--- src/rtl/decoder8_pipe_pkg.sv ---
// Shared types and helpers for the registered binary-to-one-hot decoder.
// Latency: n/a (declarations only).
// Backpressure: n/a.
package decoder_pkg;

    localparam int IN_W_DEF  = 3;
    localparam int OUT_W_DEF = 2 ** IN_W_DEF;

    // Buffer occupancy, 0..2 entries
    typedef logic [1:0] occ_t;

    localparam occ_t OCC_EMPTY = 2'd0;
    localparam occ_t OCC_FULL  = 2'd2;

    // Binary code to one-hot word: bit[code] set, all others clear
    function automatic logic [OUT_W_DEF-1:0] onehot(input logic [IN_W_DEF-1:0] code);
        logic [OUT_W_DEF-1:0] w;
        w       = '0;
        w[code] = 1'b1;
        return w;
    endfunction

endpackage

--- src/rtl/decoder8_pipe_if.sv ---
// Input code and output one-hot valid/ready channels of the decoder.
// Latency: n/a (wiring only).
// Backpressure: in_ready / out_ready carry the usual valid/ready semantics.
interface decoder8_pipe_if #(
    parameter int IN_W = 3
);
    localparam int OUT_W = 2 ** IN_W;

    logic             in_valid;
    logic             in_ready;
    logic [IN_W-1:0]  in_code;
    logic             out_valid;
    logic             out_ready;
    logic [OUT_W-1:0] out_onehot;

    // Producer of codes / consumer of one-hot words
    modport master (
        output in_valid, in_code, out_ready,
        input  in_ready, out_valid, out_onehot
    );

    // The decoder itself
    modport slave (
        input  in_valid, in_code, out_ready,
        output in_ready, out_valid, out_onehot
    );

endinterface

--- src/rtl/decoder8_pipe_skid_buf.sv ---
// Two-entry FIFO holding decoded words between the input and output handshakes.
// Latency: 1 cycle from push to head; head is a plain register mux.
// Backpressure: pushes beyond two entries and pops from empty are ignored.
module decoder_skid_buf
    import decoder_pkg::*;
#(
    parameter int W = OUT_W_DEF
) (
    input  logic         clk,
    input  logic         rst_n,
    input  logic         push_vld,
    input  logic [W-1:0] push_dat,
    input  logic         pop_rdy,
    output occ_t         occ,
    output logic [W-1:0] head_dat
);

    logic [W-1:0] ent0_q;
    logic [W-1:0] ent1_q;
    logic         wr_ptr_q;
    logic         rd_ptr_q;
    occ_t         occ_q;
    occ_t         occ_d;
    logic         push;
    logic         pop;

    // Guard against overflow/underflow so the pointers can never slip
    assign push = push_vld && (occ_q != OCC_FULL);
    assign pop  = pop_rdy  && (occ_q != OCC_EMPTY);

    // Occupancy next state: a simultaneous push and pop leaves it unchanged
    always_comb begin
        occ_d = occ_q;
        if (push && !pop) begin
            occ_d = occ_q + 2'd1;
        end else if (!push && pop) begin
            occ_d = occ_q - 2'd1;
        end
    end

    // Storage and pointers; reset also clears the entries so nothing stale is visible
    always_ff @(posedge clk or negedge rst_n) begin
        if (!rst_n) begin
            ent0_q   <= '0;
            ent1_q   <= '0;
            wr_ptr_q <= 1'b0;
            rd_ptr_q <= 1'b0;
            occ_q    <= OCC_EMPTY;
        end else begin
            if (push) begin
                if (wr_ptr_q) begin
                    ent1_q <= push_dat;
                end else begin
                    ent0_q <= push_dat;
                end
                wr_ptr_q <= ~wr_ptr_q;
            end
            if (pop) begin
                rd_ptr_q <= ~rd_ptr_q;
            end
            occ_q <= occ_d;
        end
    end

    assign occ      = occ_q;
    assign head_dat = rd_ptr_q ? ent1_q : ent0_q;

endmodule

--- src/rtl/decoder8_pipe.sv ---
// Registered binary-to-one-hot decoder with enable gating and a saturating decode count.
// Latency: 1 cycle from accepted code to out_valid.
// Backpressure: 2-entry skid buffer; in_ready = en & not-full, independent of out_ready.
module decoder8_pipe
    import decoder_pkg::*;
#(
    parameter int IN_W  = IN_W_DEF,
    parameter int CNT_W = 16
) (
    input  logic             clk,
    input  logic             rst_n,
    input  logic             en,
    input  logic             cnt_clr,
    output logic [CNT_W-1:0] decode_cnt,
    decoder8_pipe_if.slave   bus
);

    localparam int               OUT_W   = 2 ** IN_W;
    localparam logic [CNT_W-1:0] CNT_MAX = '1;

    logic [OUT_W-1:0] dec_dat;
    logic [OUT_W-1:0] head_dat;
    occ_t             occ;
    logic             in_rdy;
    logic             accept;
    logic             out_vld;
    logic [CNT_W-1:0] cnt_q;
    logic [CNT_W-1:0] cnt_d;

    // Use the shared helper at the native width; fall back to a shift otherwise
    generate
        if (IN_W == IN_W_DEF) begin : g_dec_pkg
            assign dec_dat = onehot(bus.in_code);
        end else begin : g_dec_gen
            assign dec_dat = OUT_W'(1) << bus.in_code;
        end
    endgenerate

    // Ready depends only on registered occupancy and en, never on out_ready
    assign in_rdy       = en && (occ != OCC_FULL);
    assign accept       = bus.in_valid && in_rdy;
    assign out_vld      = (occ != OCC_EMPTY);
    assign bus.in_ready = in_rdy;
    assign bus.out_valid = out_vld;
    // Force zero when idle so the output is never a stale word
    assign bus.out_onehot = out_vld ? head_dat : '0;

    decoder_skid_buf #(
        .W (OUT_W)
    ) u_skid (
        .clk      (clk),
        .rst_n    (rst_n),
        .push_vld (accept),
        .push_dat (dec_dat),
        .pop_rdy  (bus.out_ready),
        .occ      (occ),
        .head_dat (head_dat)
    );

    // Count next state: clear wins over a same-cycle accept; saturate at all-ones
    always_comb begin
        cnt_d = cnt_q;
        if (cnt_clr) begin
            cnt_d = '0;
        end else if (accept && (cnt_q != CNT_MAX)) begin
            cnt_d = cnt_q + CNT_W'(1);
        end
    end

    // Count register
    always_ff @(posedge clk or negedge rst_n) begin
        if (!rst_n) begin
            cnt_q <= '0;
        end else begin
            cnt_q <= cnt_d;
        end
    end

    assign decode_cnt = cnt_q;

endmodule

--- src/flat_wrapper.sv ---
// flat-port wrapper written by rule: the top's interface ports become plain ports
module decoder8_pipe_flat import decoder_pkg::*;
#(
    parameter int IN_W  = IN_W_DEF,
    parameter int CNT_W = 16
)
  (clk, rst_n, en, cnt_clr, decode_cnt, bus_in_valid, bus_in_code, bus_out_ready, bus_in_ready, bus_out_valid, bus_out_onehot);
  decoder8_pipe_if #(.IN_W(IN_W)) bus_i ();
  input  logic clk;
  input  logic rst_n;
  input  logic en;
  input  logic cnt_clr;
  output logic [CNT_W-1:0] decode_cnt;
  input wire logic [$bits(bus_i.in_valid)-1:0] bus_in_valid;
  input wire logic [$bits(bus_i.in_code)-1:0] bus_in_code;
  input wire logic [$bits(bus_i.out_ready)-1:0] bus_out_ready;
  output wire logic [$bits(bus_i.in_ready)-1:0] bus_in_ready;
  output wire logic [$bits(bus_i.out_valid)-1:0] bus_out_valid;
  output wire logic [$bits(bus_i.out_onehot)-1:0] bus_out_onehot;
  assign bus_i.in_valid = bus_in_valid;
  assign bus_i.in_code = bus_in_code;
  assign bus_i.out_ready = bus_out_ready;
  assign bus_in_ready = bus_i.in_ready;
  assign bus_out_valid = bus_i.out_valid;
  assign bus_out_onehot = bus_i.out_onehot;
  decoder8_pipe #(.IN_W(IN_W), .CNT_W(CNT_W)) u_core (.clk(clk), .rst_n(rst_n), .en(en), .cnt_clr(cnt_clr), .decode_cnt(decode_cnt), .bus(bus_i));
endmodule
--- config.mk ---
export PLATFORM = sky130hd
export DESIGN_NAME = decoder8_pipe_flat
export DESIGN_NICKNAME = d
export VERILOG_FILES = /design/src/rtl/decoder8_pipe_pkg.sv /design/src/rtl/decoder8_pipe_if.sv /design/src/rtl/decoder8_pipe_skid_buf.sv /design/src/rtl/decoder8_pipe.sv /design/src/flat_wrapper.sv
export SDC_FILE = /design/constraint.sdc
export NUM_CORES = 1
export LEC_CHECK = 0
export ABC_AREA = 1
export BUFFER_PORTS_ARGS = -buffer_cell sky130_fd_sc_hd__buf_2
export CAP_MARGIN = 10
export CORE_ASPECT_RATIO = 1.25
export CORE_MARGIN = 2
export CORE_UTILIZATION = 55
export CTS_BUF_LIST = sky130_fd_sc_hd__clkbuf_4 sky130_fd_sc_hd__clkbuf_8
export CTS_CLUSTER_DIAMETER = 80
export DETAILED_ROUTE_END_ITERATION = 10
export PLACE_DENSITY_LB_ADDON = 0.05
export RECOVER_POWER = 100
export SYNTH_ARGS = -nofsm -noshare
export SYNTH_HDL_FRONTEND = slang
export SYNTH_HIERARCHICAL = 1
export SYNTH_SLANG_ARGS = --single-unit
export TNS_END_PERCENT = 20
--- constraint.sdc ---
create_clock -name clk -period 2.1 [get_ports clk]
set_input_delay 0.42 -clock clk [delete_from_list [all_inputs] [get_ports clk]]
set_output_delay 0.42 -clock clk [all_outputs]
set_load 0.005 [all_outputs]
-- After elaboration in Yosys (flattened, before gate mapping)
Cells that the tools add are included.
- input port bits: 9
- register bits after elaboration: 36
- output and inout port bits: 26
- bitwise operators: 2
- muxes and demuxes: 8
- reductions and logical operators: 15
- add/subtract/negate cells: 3
- magnitude comparators: 2
- equal/unequal tests: 2
- operator list (operator ; number):
    two-way mux 16 bit ; 2
    adder 16 x 1 -> 16 bit, second input constant ; 1
    two-way mux 8 bit ; 2
    inequality test 16 bit, second input constant ; 1
    logical AND 1 bit ; 8
    nonzero test 2 bit ; 3
    less-than comparator 3 x 4 -> 1 bit, second input constant ; 1
    two-way mux 2 bit ; 2
    AND reduction 2 bit ; 2
    demux 1 bit (select 3 bit) ; 1
    greater-or-equal comparator 3 x 1 -> 1 bit, second input constant ; 1
    adder 2 x 1 -> 2 bit, second input constant ; 1
    zero test 1 bit ; 2
    inequality test 2 bit, second input constant ; 1
    NOT 1 bit ; 2
    subtractor 2 x 1 -> 2 bit, second input constant ; 1
    two-way mux 1 bit ; 1

-- Longest topological paths before layout
- word-level depth: 8
- mapped depth: 13

-- Cells and area by module
Netlist, hierarchy kept.
- by module, submodules not included (module ; area an instance (um2) ; instances ; cells each ; sequential area each (um2)):
    decoder8_pipe ; 1154.9 ; 1 ; 181 ; 400.4
    decoder_skid_buf ; 1027.2 ; 1 ; 122 ; 500.5

-- Worst setup path after synthesis
No wires, ideal clock.
- path kind: register -> register
- start point: register u_core.u_skid.occ_q[0] (netlist: u_core/u_skid/occ[0])
- end point: register u_core.u_skid.occ_q[1] (netlist: u_core/u_skid/occ[1])
- setup slack: 364 ps
- stages on the path, launching flop included: 13
- path buffers: 1
- data required time: 1983 ps
- period minus slack after synthesis: 1736 ps
- arrival: 1619 ps
- cell sequence: dfrtp_1 inv_1 a21boi_1 nand2_1 inv_1 buf_4 nand2_1 inv_1 ha_1 inv_1 nand3_1 nand2_1 nand2_1
- longest elaborated chain between the ends: 7
- elaborated cells between the ends (all ways): 15
- those cells by class: 2 x add/sub; 1 x eq/ne; 2 x mux; 10 x reduce/logical
- RTL lines (item ; RTL line ; source):
    start: declaration ; decoder8_pipe_skid_buf.sv:22 ; occ_t occ_q;
    start signal: assignment ; decoder8_pipe_skid_buf.sv:48 ; occ_q <= OCC_EMPTY;
    start signal: assignment ; decoder8_pipe_skid_buf.sv:61 ; occ_q <= occ_d;
    inequality test 2 bit * ; decoder8_pipe.sv:40 ; assign in_rdy = en && (occ != OCC_FULL);
    logical AND 1 bit * ; decoder8_pipe.sv:40 ;
    via bus_in_ready ; flat_wrapper.sv:17 ; output wire logic [$bits(bus_i.in_ready)-1:0] bus_in_ready;
    logical AND 1 bit * ; decoder8_pipe.sv:41 ; assign accept = bus.in_valid && in_rdy;
    via u_core.accept ; decoder8_pipe.sv:25 ; logic accept;
    logical AND 1 bit * ; decoder8_pipe_skid_buf.sv:28 ; assign push = push_vld && (occ_q != OCC_FULL);
    via u_core.u_skid.push ; decoder8_pipe_skid_buf.sv:24 ; logic push;
    zero test 1 bit ; decoder8_pipe_skid_buf.sv:36 ; end else if (!push && pop) begin
    logical AND 1 bit ; decoder8_pipe_skid_buf.sv:36 ;
    nonzero test 2 bit (no source line) ; -- ;
Mark *: on every way through the listed nets, which the timed path passes. The rest lies on a longest branch. The select of a mux whose other input is x is not followed.
A chain may end at the register's enable or synchronous reset.

-- Worst setup path in the final report
- start point: register u_core.u_skid.rd_ptr_q
- end point: output port bus_out_onehot[0]
- longest elaborated chain between the ends: 2
- RTL lines (item ; RTL line ; source):
    start: declaration ; decoder8_pipe_skid_buf.sv:21 ; logic rd_ptr_q;
    start signal: assignment ; decoder8_pipe_skid_buf.sv:59 ; rd_ptr_q <= ~rd_ptr_q;
    two-way mux 8 bit ; decoder8_pipe_skid_buf.sv:66 ; assign head_dat = rd_ptr_q ? ent1_q : ent0_q;
    via u_core.head_dat[0] ; decoder8_pipe.sv:22 ; logic [OUT_W-1:0] head_dat;
    two-way mux 8 bit ; decoder8_pipe.sv:46 ; assign bus.out_onehot = out_vld ? head_dat : '0;
    end: declaration ; flat_wrapper.sv:19 ; output wire logic [$bits(bus_i.out_onehot)-1:0] bus_out_onehot;
The timed path passes the listed nets, and every way through them passes these cells.

==> reports/results.tsv <==
stage	metric	value	unit
placement	DP Cell Count	387	
job	max_cap viols	0	
clocking	H-tree depth	2	
finish	Ant. Diodes	0	
finish	non-filler instance count after layout	395	
grt	gr ovfl total	0	
timing	final setup fails	0	
setup_path	Worst EP required	1.68	ns
placement	Final HPWL DP	3379	um
timing	RSZ-0062 raised after global routing	no	
floorplan	Initial Utilization	0.5765	
routing	Detailed Route WL	4723	um
routing	DRT antenna net count	0	
clocking	CTS tree	yes	
timing	final-report hold violation count	0	
yosys	EDFF count, synth	0	
grt	routing usage on met1	0.2714	
setup_path	Slowest Stage Delay on Critical Path	0.56	ns
yosys	Mapped Avg Cell Area	7.202	um^2
grt	first-pass GRT wire length	7893	um
finish	multi-input combinational cell area	1041	um^2
grt	initial antenna violation count	0	
setup_path	R2R cell count	8	
yosys	Main synth FF type	dfrtp_1	
yosys	sequential fraction of the synthesis area	0.4128	
timing	Tightest Pin Transition	0.9088	ns
routing	Initial DRC Count	86	
timing	Final Slew Violations	0	
floorplan	die area	4490	um^2
clocking	Bufs on Longest Clock Path	2	
setup_path	cells along the critical path	clkinvlp_4 -> nand2_1 -> nand2_1 -> inv_1 -> nor2_1 -> clkbuf_1	
routing	DRC	0	
yosys	area fraction of the dominant cell type after synthesis	0.4128	
yosys	top cells by area, synth	dfrtp_1, nand2_1, nand4_1	
setup_path	kind of critical path	reg2out	
timing	Final period util	0.8979	
yosys	most common cell in the netlist	nand2_1	
yosys	post-synthesis cell count	303	
routing	Via density	5.167	
power	Static Leakage	1.299	nW
floorplan	height of the die	74.42	um
grt	GRT Util Overall	0.2365	
setup_path	CP endpoint kind	output pin	
yosys	synth warn	6	
floorplan	row count	25	
timing	setup_tns	0	ns
floorplan	Die X-Extent	60.34	um
clocking	clk_lat worst skew	0.29	ns
floorplan	I/O pin total	35	
placement	RePlAce Congestion	0.8029	
yosys	post-synth cell types	31	
finish	Layout Nets	351	
clocking	TritonCTS Buffers	5	
worst_hold_path	HP Class	in2async	
finish	Layout Area Growth over Synthesis	11.35	%
power	VDD IR max	0.4475	mV
yosys	Async S/R FF share, synth	1.000	
timing	clock skew	0.005260	ns
setup_path	Buffers & Inverters on Critical Path	3	
setup_path	Crit path top cell by count	nand2_1	
clocking	setup bufs post-CTS	0	
finish	share of layout cells above drive strength 1	0.1349	
placement	port bufs	34	
yosys	Syn Std Cell Area	2182	um^2
yosys	top cells by count, synth	nand2_1, dfrtp_1, inv_1	
run_status	status	completed	
clocking	clock-pin slew on the worst setup and hold paths	0.07	ns
yosys	Yosys top cell by area	dfrtp_1	
grt	pin count of the biggest net entering global routing	37	
grt	busiest grt layer	met2	
finish	number of fillers in the final layout	367	
finish	FF+latch area	900.9	um^2
clocking	Root Driver	clkbuf_8	
grt	met2 Use GR	0.4179	
routing	WL/cell	11.96	um
routing	via count	2041	
routing	DR pass1 iterations	4	
clocking	hold_buf cts	0	
timing	Fmax achieved	0.5303	GHz
setup_path	Critical-path top delay cell	dfrtp_1	
setup_path	Startpoint Class	flip-flop	
yosys	Synth Register Bits	36	
timing	Slew headroom	0.3941	
setup_path	crit path max fanout	10	
clocking	# clock sinks	36	
grt	vias in the first global route	1781	
yosys	syn_nets	314	
setup_path	Top Family by Delay on Critical Path	flip-flops	
floorplan	core area	3785	um^2
timing	fin crit period	1.886	ns
power	P per Cell Area	950.9	nW/um^2
grt	GR Util met3	0.05913	
setup_path	Crit path depth	6	
setup_path	Critical Path AT	1.47	ns
-- logic make-up after synthesis --
family | Yosys count | synth area share
DFF | 36 | 0.4128
AOI/OAI and AO/OA | 12 | 0.03383
adders and majority gates | 2 | 0.01147
buffers and inverters | 44 | 0.1009
xor gates and xnor gates | 4 | 0.01606
and+or+nand+nor | 205 | 0.4249
-- report_power, final --
group	internal, mW	switching [mW]	leakage (nW)
sequential	0.875	0.190	0.487
combinational	0.274	0.462	0.761
clock	0.262	0.248	0.0510
total	1.41	0.900	1.30
-- path summary, 6_finish.rpt --
path	start	endpoint	slack (ns)
min in group clk	bus_out_ready	u_core/u_skid/rd_ptr_q$_DFFE_PN0P_	0.39
min	rst_n	u_core/decode_cnt[1]$_DFFE_PN0P_	0.25
min reg2reg	u_core/u_skid/ent1_q[0]$_DFFE_PN0P_	u_core/u_skid/ent1_q[0]$_DFFE_PN0P_	0.47
max in group asynchronous	rst_n	u_core/decode_cnt[10]$_DFFE_PN0P_	1.28
max reg2reg	u_core/u_skid/occ[0]$_DFFE_PN0P_	u_core/u_skid/ent1_q[5]$_DFFE_PN0P_	0.23
max	u_core/u_skid/rd_ptr_q$_DFFE_PN0P_	bus_out_onehot[0]	0.21
-- flip-flops by register name (all words and copies together), names as in the netlist --
register                cells
u_core/decode_cnt          16
u_core/u_skid/ent0_q        8
u_core/u_skid/ent1_q        8
u_core/u_skid/occ           2
u_core/u_skid/rd_ptr_q      1
u_core/u_skid/wr_ptr_q      1
-- final cells by class --
cell class / count / area share
multi-input combinational: 223 / 0.4284
sequential: 36 / 0.3708
timing repair buffer: 38 / 0.07570
inverter: 36 / 0.05922
clock buffer: 6 / 0.03399
tap: 54 / 0.02781
clock inverter: 2 / 0.004119
-- cells in the final DEF, fill, tap and decap left out, drive strengths merged --
master / Yosys / final
ha: 2 / 2
clkinv: 2 / 3
or2: 1 / 1
a21oi: 2 / 2
dfrtp: 36 / 36
nor3: 9 / 9
xnor2: 1 / 1
nand3: 17 / 17
nand4: 27 / 27
o211ai: 1 / 1
a21boi: 1 / 1
xor2: 3 / 3
o21bai: 2 / 2
nand2: 124 / 124
o21ai: 6 / 6
inv: 34 / 34
nor2: 27 / 27
clkbuf: 1 / 19
clkinvlp: 0 / 1
buf: 7 / 25
-- layer usage --
layer  routed length, um  up-vias
li1                    -     1053
met1                1979      934
met2                2412       48
met3                 259        6
met4                  71        0
met5                   0        -
-- what timing repair did --
item | in CTS | in global routing
gates resized for setup | 0 | 1
endpoints found under the hold margin | 0 | 0
endpoints found under the setup margin | 0 | 1
-- through the flow --
step | utilization | area [um^2] | setup slack [ns] | hold slack, ns | total power [mW]
2_1_floorplan | - | 2182 | 0.3640 | 0.1244 | 1.669
3_3_place_gp | 0.6261 | 2370 | 0.3243 | 0.4544 | 1.830
3_5_place_dp | 0.6261 | 2370 | 0.3178 | 0.4599 | 1.851
4_1_cts | 0.6506 | 2462 | 0.1276 | 0.2416 | 2.368
5_1_grt | 0.6420 | 2430 | 0.02871 | 0.3144 | 2.515
6_report | 0.6420 | 2430 | 0.2144 | 0.2455 | 2.310
Power figures use the tool's default switching activity.
